[config.mk]
export PLATFORM = sky130hd
export DESIGN_NAME = gaus_window_buffer
export DESIGN_NICKNAME = d
export VERILOG_FILES = /design/src/rtl/gaus_pkg.sv /design/src/rtl/gaus_line_fifo.sv /design/src/rtl/gaus_window_buffer.sv
export SDC_FILE = /design/constraint.sdc
export NUM_CORES = 1
export LEC_CHECK = 0
export CAP_MARGIN = 10
export CELL_PAD_IN_SITES_DETAIL_PLACEMENT = 2
export CELL_PAD_IN_SITES_GLOBAL_PLACEMENT = 2
export CORE_MARGIN = 2
export CORE_UTILIZATION = 39
export CTS_CLUSTER_SIZE = 10
export DETAILED_ROUTE_END_ITERATION = 7
export GPL_TIMING_DRIVEN = 0
export PLACE_DENSITY = 0.78
export SKIP_CTS_REPAIR_TIMING = 1
export SLEW_MARGIN = 30
export SYNTH_ARGS = -nofsm -noshare
export SYNTH_HDL_FRONTEND = slang
export SYNTH_SLANG_ARGS = --single-unit
[constraint.sdc]
create_clock -name clk -period 3.7 [get_ports clk]
set_clock_uncertainty 0.2 [all_clocks]
set_input_delay 0.74 -clock clk [delete_from_list [all_inputs] [get_ports clk]]
set_output_delay 0.74 -clock clk [all_outputs]
set_load 0.01 [all_outputs]
[src/rtl/gaus_pkg.sv]
// Shared types and helpers for the Gaussian window buffer.
// Latency: n/a (declarations only).
// Backpressure: n/a.
package gaus_pkg;

   typedef enum logic [1:0] {
      IDLE   = 2'd0,
      FILL   = 2'd1,
      STREAM = 2'd2,
      DONE   = 2'd3
   } gausState_t;

   localparam int WINDOW_TAPS = 9;

   // Flat index of tap (r,c); r=0 is the oldest row, c=0 the oldest column.
   function automatic int tapIndex(input int r, input int c);
      return 3 * r + c;
   endfunction

endpackage

[src/rtl/gaus_line_fifo.sv]
// Shift-enabled delay line of DEPTH entries: dataOut is the word written DEPTH shifts ago.
// Latency: DEPTH shift events; dataOut is combinational from the current read slot.
// Backpressure: none; shifts whenever 'shift' is high.
//
// Ports: clk, reset (sync, active-high, clears pointer only), shift (advance),
//        dataIn (word entering), dataOut (word leaving this shift).
module gaus_line_fifo #(
   parameter int DEPTH = 16,
   parameter int WIDTH = 8
) (
   input  logic             clk,
   input  logic             reset,
   input  logic             shift,
   input  logic [WIDTH-1:0] dataIn,
   output logic [WIDTH-1:0] dataOut
);

   localparam int PTRW = (DEPTH > 1) ? $clog2(DEPTH) : 1;

   logic [WIDTH-1:0] mem [DEPTH];
   logic [PTRW-1:0]  ptr;

   // Read and write share one slot: the word read out is the one being overwritten.
   assign dataOut = mem[ptr];

   always_ff @(posedge clk) begin
      if (reset) begin
         ptr <= '0;
      end else if (shift) begin
         ptr <= (ptr == PTRW'(DEPTH - 1)) ? '0 : ptr + 1'b1;
      end
   end

   // Contents are deliberately not reset; the consumer masks stale data.
   always_ff @(posedge clk) begin
      if (shift) begin
         mem[ptr] <= dataIn;
      end
   end

endmodule

[src/rtl/gaus_window_buffer.sv]
// Raster pixel stream to 3x3 window converter with address-sequence checking.
// Latency: 1 cycle from accept to window/windowValid/centreAddr (2 with GAUS_WINDOW_REG_EN).
// Backpressure: none; one pixel accepted per rising edge of 'process' while 'started'.
//
// Ports: clk, reset (sync, active-high); process/started/pixelCounter/pixelIn from
//        the beat counter and image memory; window (9 taps, tap (r,c) at
//        [PIXELWIDTH*(3r+c)]), windowValid, centreAddr (address of tap (1,1)),
//        frameDone (one-cycle pulse), syncError (sticky until reset).
// Build option: define GAUS_WINDOW_REG_EN to add one output register stage.
module gaus_window_buffer
   import gaus_pkg::*;
#(
   parameter int LINEWIDTH         = 16,
   parameter int LINES             = 16,
   parameter int PIXELWIDTH        = 8,
   parameter int PIXELCOUNTERWIDTH = 20
) (
   input  logic                         clk,
   input  logic                         reset,
   input  logic                         process,
   input  logic                         started,
   input  logic [PIXELCOUNTERWIDTH-1:0] pixelCounter,
   input  logic [PIXELWIDTH-1:0]        pixelIn,
   output logic [9*PIXELWIDTH-1:0]      window,
   output logic                         windowValid,
   output logic [PIXELCOUNTERWIDTH-1:0] centreAddr,
   output logic                         frameDone,
   output logic                         syncError
);

   localparam int COLW        = (LINEWIDTH > 1) ? $clog2(LINEWIDTH) : 1;
   localparam int ROWW        = (LINES > 1) ? $clog2(LINES) : 1;
   localparam int FRAMEPIXELS = LINEWIDTH * LINES;

   gausState_t state, stateNext;

   logic                         processPrev;
   logic                         accept;
   logic [COLW-1:0]              col;
   logic [ROWW-1:0]              row;
   logic [PIXELCOUNTERWIDTH-1:0] addr;

   logic [PIXELWIDTH-1:0]        taps [WINDOW_TAPS];
   logic [PIXELWIDTH-1:0]        midIn;
   logic [PIXELWIDTH-1:0]        topIn;
   logic [9*PIXELWIDTH-1:0]      windowPacked;

   logic                         advance;
   logic                         clearCount;
   logic                         syncSet;
   logic                         windowValidNext;
   logic                         frameDoneNext;
   logic                         interior;
   logic                         lastPixel;
   logic                         addrMismatch;

   logic                         windowValidQ;
   logic                         frameDoneQ;
   logic [PIXELCOUNTERWIDTH-1:0] centreAddrQ;

   // Only the first beat of each upstream beat group is taken.
   assign accept       = process && !processPrev && started;
   assign interior     = (row >= ROWW'(2)) && (col >= COLW'(2));
   assign lastPixel    = (addr == PIXELCOUNTERWIDTH'(FRAMEPIXELS - 1));
   assign addrMismatch = (pixelCounter != addr);

   // Line delays: midIn is the pixel one row above the newest, topIn two rows above.
   gaus_line_fifo #(.DEPTH(LINEWIDTH), .WIDTH(PIXELWIDTH)) u_lineMid (
      .clk     (clk),
      .reset   (reset),
      .shift   (advance),
      .dataIn  (pixelIn),
      .dataOut (midIn)
   );

   gaus_line_fifo #(.DEPTH(LINEWIDTH), .WIDTH(PIXELWIDTH)) u_lineTop (
      .clk     (clk),
      .reset   (reset),
      .shift   (advance),
      .dataIn  (midIn),
      .dataOut (topIn)
   );

   always_ff @(posedge clk) begin
      if (reset) begin
         state <= IDLE;
      end else begin
         state <= stateNext;
      end
   end

   always_comb begin
      stateNext       = state;
      advance         = 1'b0;
      clearCount      = 1'b0;
      syncSet         = 1'b0;
      windowValidNext = 1'b0;
      frameDoneNext   = 1'b0;
      case (state)
         IDLE: begin
            if (accept) begin
               advance   = 1'b1;
               syncSet   = addrMismatch;
               stateNext = FILL;
            end
         end
         FILL, STREAM: begin
            if (!started) begin
               // Upstream abandoned the frame: flag it and rearm for address 0.
               syncSet    = 1'b1;
               clearCount = 1'b1;
               stateNext  = IDLE;
            end else if (accept) begin
               advance         = 1'b1;
               syncSet         = addrMismatch;
               // col<2 windows straddle a row boundary and are suppressed.
               windowValidNext = interior;
               if (lastPixel) begin
                  clearCount = 1'b1;
                  stateNext  = DONE;
               end else if (interior) begin
                  stateNext = STREAM;
               end
            end
         end
         DONE: begin
            frameDoneNext = 1'b1;
            stateNext     = IDLE;
         end
         default: stateNext = IDLE;
      endcase
   end

   always_ff @(posedge clk) begin
      if (reset) begin
         processPrev  <= 1'b0;
         col          <= '0;
         row          <= '0;
         addr         <= '0;
         windowValidQ <= 1'b0;
         frameDoneQ   <= 1'b0;
         centreAddrQ  <= '0;
         syncError    <= 1'b0;
         for (int i = 0; i < WINDOW_TAPS; i++) begin
            taps[i] <= '0;
         end
      end else begin
         processPrev  <= process;
         windowValidQ <= windowValidNext;
         frameDoneQ   <= frameDoneNext;
         if (syncSet) begin
            syncError <= 1'b1;
         end

         // The internal count, not pixelCounter, defines the pixel position.
         if (clearCount) begin
            col  <= '0;
            row  <= '0;
            addr <= '0;
         end else if (advance) begin
            addr <= addr + 1'b1;
            if (col == COLW'(LINEWIDTH - 1)) begin
               col <= '0;
               row <= row + 1'b1;
            end else begin
               col <= col + 1'b1;
            end
         end

         if (advance) begin
            for (int r = 0; r < 3; r++) begin
               taps[tapIndex(r, 0)] <= taps[tapIndex(r, 1)];
               taps[tapIndex(r, 1)] <= taps[tapIndex(r, 2)];
            end
            taps[tapIndex(0, 2)] <= topIn;
            taps[tapIndex(1, 2)] <= midIn;
            taps[tapIndex(2, 2)] <= pixelIn;
         end

         if (windowValidNext) begin
            centreAddrQ <= addr - PIXELCOUNTERWIDTH'(LINEWIDTH + 1);
         end
      end
   end

   always_comb begin
      windowPacked = '0;
      for (int i = 0; i < WINDOW_TAPS; i++) begin
         windowPacked[PIXELWIDTH*i +: PIXELWIDTH] = taps[i];
      end
   end

`ifdef GAUS_WINDOW_REG_EN
   always_ff @(posedge clk) begin
      if (reset) begin
         window      <= '0;
         windowValid <= 1'b0;
         centreAddr  <= '0;
         frameDone   <= 1'b0;
      end else begin
         window      <= windowPacked;
         windowValid <= windowValidQ;
         centreAddr  <= centreAddrQ;
         frameDone   <= frameDoneQ;
      end
   end
`else
   assign window      = windowPacked;
   assign windowValid = windowValidQ;
   assign centreAddr  = centreAddrQ;
   assign frameDone   = frameDoneQ;
`endif

endmodule
==> results.toml <==
[run_status]
outcome = "complete, no violations"

[clock_tree]
ctsLongestPathBuffers = 3
insertion_delay_ns = 0.59
tritoncts = "done"
cts_sinks = 398
cts-root-buf = "clkbuf_16"
clk_pin_slew_worst_paths_ns = 0.05
cts_max_level = 2
numCtsBuffers = 46

[floorplanning]
io_pins = 127
die_area_um2 = 42600
core_area_um2 = 40600
die_w_um = 207
initial_core_util_pct = 39.3
core.rowCount = 74
die_y_um = 207

[synthesis]
synth_edf_count = 328
synthAdderAreaFrac_pct = 1.25
syn_area_um2 = 16000
synth_area_per_cell_um2 = 16.6
synth_mux_area_share_pct = 11.3
yosysSeqAreaShare_pct = 70.3
yosys.area_share.simple_pct = 9.37
ys_ff_latch = 398
ys.flop_type = "edfxtp_1"
ys_warn_count = 0
synth-compound-area-share_pct = 2.64
synthXorXnorAreaFrac_pct = 3.23
synth_top_family_by_area = "multiplexers"
synth_async_sr_flop_share_pct = 0
synthCells = 964
synth.distinct_cells = 52
synth_fp_nets = 1012

[setup_path]
reg2reg_to = "u_lineTop.mem[15][2]"
path_class = "in2reg"
crit_path_max_incr_delay_ns = 0.70
cp-end-kind = "flop"
crit_family = "simple AND/OR/NAND/NOR gates"
start_kind = "input pin"
slowest_stage = "nor2_1"
crit_buf_inv = 2
cp-startpoint = "started"
path_cells = "clkdlybuf4s50_1, nand3b_1, nor2_1, clkbuf_1, nand2_1, nor2_1"
timing.rr.start = "state[0]"
path_max_fanout = 10
r2r_slack_ns = 0.16
crit_end = "u_lineTop.mem[15][2]"
critical_path.most_common_cell = "nor2_1"
cp.depth = 6
critPathArrivalTime_ns = 3.54
cp.required_ns = 3.69
r2r_cells = 7

[global_routing]
grt_pass1_wl_um = 67200
grt_pass1_vias = 10200
antenna_found_initial = 0
overflow = 0
grt_max_degree = 42
grt_usage_pct = 21.8

[timing]
rsz0062_at_grt = "true"
maxSlewHeadroom_pct = 37.4
setup_viol = 0
max_freq_ghz = 0.282
tightest_slew_ns = 0.934
period_share_pct = 95.7
hold_violations = 0
whs_ns = 0.268
drv_slew = 0
fin_crit_ns = 3.54

[power]
power_density_nw_per_um2 = 505
power_uw = 9750
peakVddDrop_v = 0.000287
p_leak_uw = 0.00625

[route]
drt-total-wl_um = 45200
drtIter0Drc = 558
vias_per_cell = 5.36
drt_first_pass_iters = 4
wl_per_cell_um = 26.6
via_count = 9094
route.detailed.drc = 0
ant_nets = 0

[finish]
drive_gt1_share_pct = 14.6
final_common_cell = "edfxtp_1"
antenna_cells = 0
fin_nets = 1186
finalInstanceArea_um2 = 19300
final_core_util_pct = 47.5
multi_input_area_um2 = 4490
layout_common_cells = "edfxtp_1 (328), clkdlybuf4s50_1 (125), mux4_2 (80), and2_1 (80), dfxtp_1 (70)"
final_cells = 1698
synthToLayoutAreaGrowth_pct = 20.7
seqCellArea_um2 = 11300
fillers = 3754

[placement]
dpl_cell_area_um2 = 18000
port_buffers = 125
dpl.cell_count = 1622
dp_hpwl_um = 31200
place_congestion = 0.793

[worst_hold_path]
hold_class = "reg2reg"

[job]
max_cap_violations = 0
registers in the layout (all words and copies together) (netlist names), 2 cells and up, named ones only:
register,count
u_lineMid.ptr,4
col,4
u_lineTop.mem,128
row,4
state,2
taps,72
u_lineMid.mem,128
u_lineTop.ptr,4
addr,20
centreAddr,20
cell type report:
| class | count | share of cell area (%) |
|---|---|---|
| clock buffer | 71 | 6.50 |
| inverter | 15 | 0.292 |
| tap | 532 | 3.45 |
| sequential | 398 | 58.3 |
| timing repair buffer | 126 | 6.58 |
| multi-input combinational | 493 | 23.3 |
| buffer | 58 | 1.28 |
| clock inverter | 5 | 0.356 |
routing by layer:
| metal | wire (µm) | global-route usage [%] | vias to the layer above |
|---|---|---|---|
| li1 | - | - | 4017 |
| met1 | 18400 | 27.4 | 4752 |
| met2 | 23400 | 38.0 | 254 |
| met3 | 2210 | 4.54 | 71 |
| met4 | 1160 | 6.79 | 0 |
| met5 | 0 | 0 | - |
worst reg2reg max path, cell delays in order, from the launching register on:
cell and delay [ns]:
dfxtp_1 0.34, inv_1 0.07, ha_1 0.39, o21bai_1 0.20, nor2_1 0.29, clkbuf_1 0.53
nand2_1 0.42, nor2_1 0.70
worst min-delay path by stage:
| stage | slack, ns | startpoint | to | cells past startpoint |
|---|---|---|---|---|
| finish | 0.27 | centreAddr[5] | centreAddr[5] | 2 |
| global route | 0.30 | centreAddr[4] | centreAddr[4] | 2 |
| CTS | 0.27 | centreAddr[4] | centreAddr[4] | 2 |
| detailed placement | 0.26 | centreAddr[5] | centreAddr[5] | 2 |
| global placement | 0.24 | centreAddr[4] | centreAddr[4] | 2 |
| floorplan | 0.26 | state[1] | state[1] | 2 |
stage by stage:
step           setup slack [ns]  setup TNS, ns
2_1_floorplan             0.154              0
3_3_place_gp              -1.59        -143.52
3_5_place_dp             -0.506         -35.80
4_1_cts                  0.0241              0
5_1_grt                 -0.0260         -0.323
6_report                  0.159              0
report_power, final:
| group | internal, µW | leakage (µW) | switching (µW) |
|---|---|---|---|
| Sequential | 4950 | 0.00363 | 44.4 |
| Combinational | 266 | 0.00199 | 342 |
| Clock | 2330 | 0.000636 | 1810 |
| Total | 7550 | 0.00625 | 2200 |
cells in the mapped netlist (2+ instances only):
cell / instances / area [µm²]
clkbuf_1: 39 / 146
o21ai_0: 7 / 35.0
mux4_2: 80 / 1800
or3_1: 5 / 31.3
buf_4: 2 / 15.0
xor2_1: 26 / 228
or2_2: 2 / 12.5
nor2_1: 72 / 270
nor4_1: 8 / 50.1
a211oi_1: 16 / 120
buf_1: 5 / 18.8
or4_4: 2 / 22.5
a21oi_1: 16 / 80.1
inv_1: 15 / 56.3
nand4_1: 12 / 75.1
dfxtp_1: 70 / 1400
ha_1: 16 / 200
edfxtp_1: 328 / 9850
nor4b_1: 2 / 17.5
and3_1: 7 / 43.8
and2_1: 80 / 500
buf_2: 10 / 50.1
o31ai_1: 2 / 15.0
nor3_1: 20 / 100
a21boi_0: 3 / 22.5
nand3_1: 12 / 60.1
nand2_1: 35 / 131
xnor2_1: 33 / 289
a311oi_1: 7 / 61.3
nor2b_1: 3 / 18.8
and4_1: 5 / 43.8
o41ai_1: 2 / 17.5
nand2b_1: 3 / 18.8
kinds of logic after synthesis:
family                     after synthesis
AOI/OAI and AO/OA                       60
xor gates and xnor gates                59
adders and majority gates               16
buffers and inverters                   73
DFF                                    398
muxes                                   80
and+or+nand+nor                        278
Power figures use the tool's default switching activity.
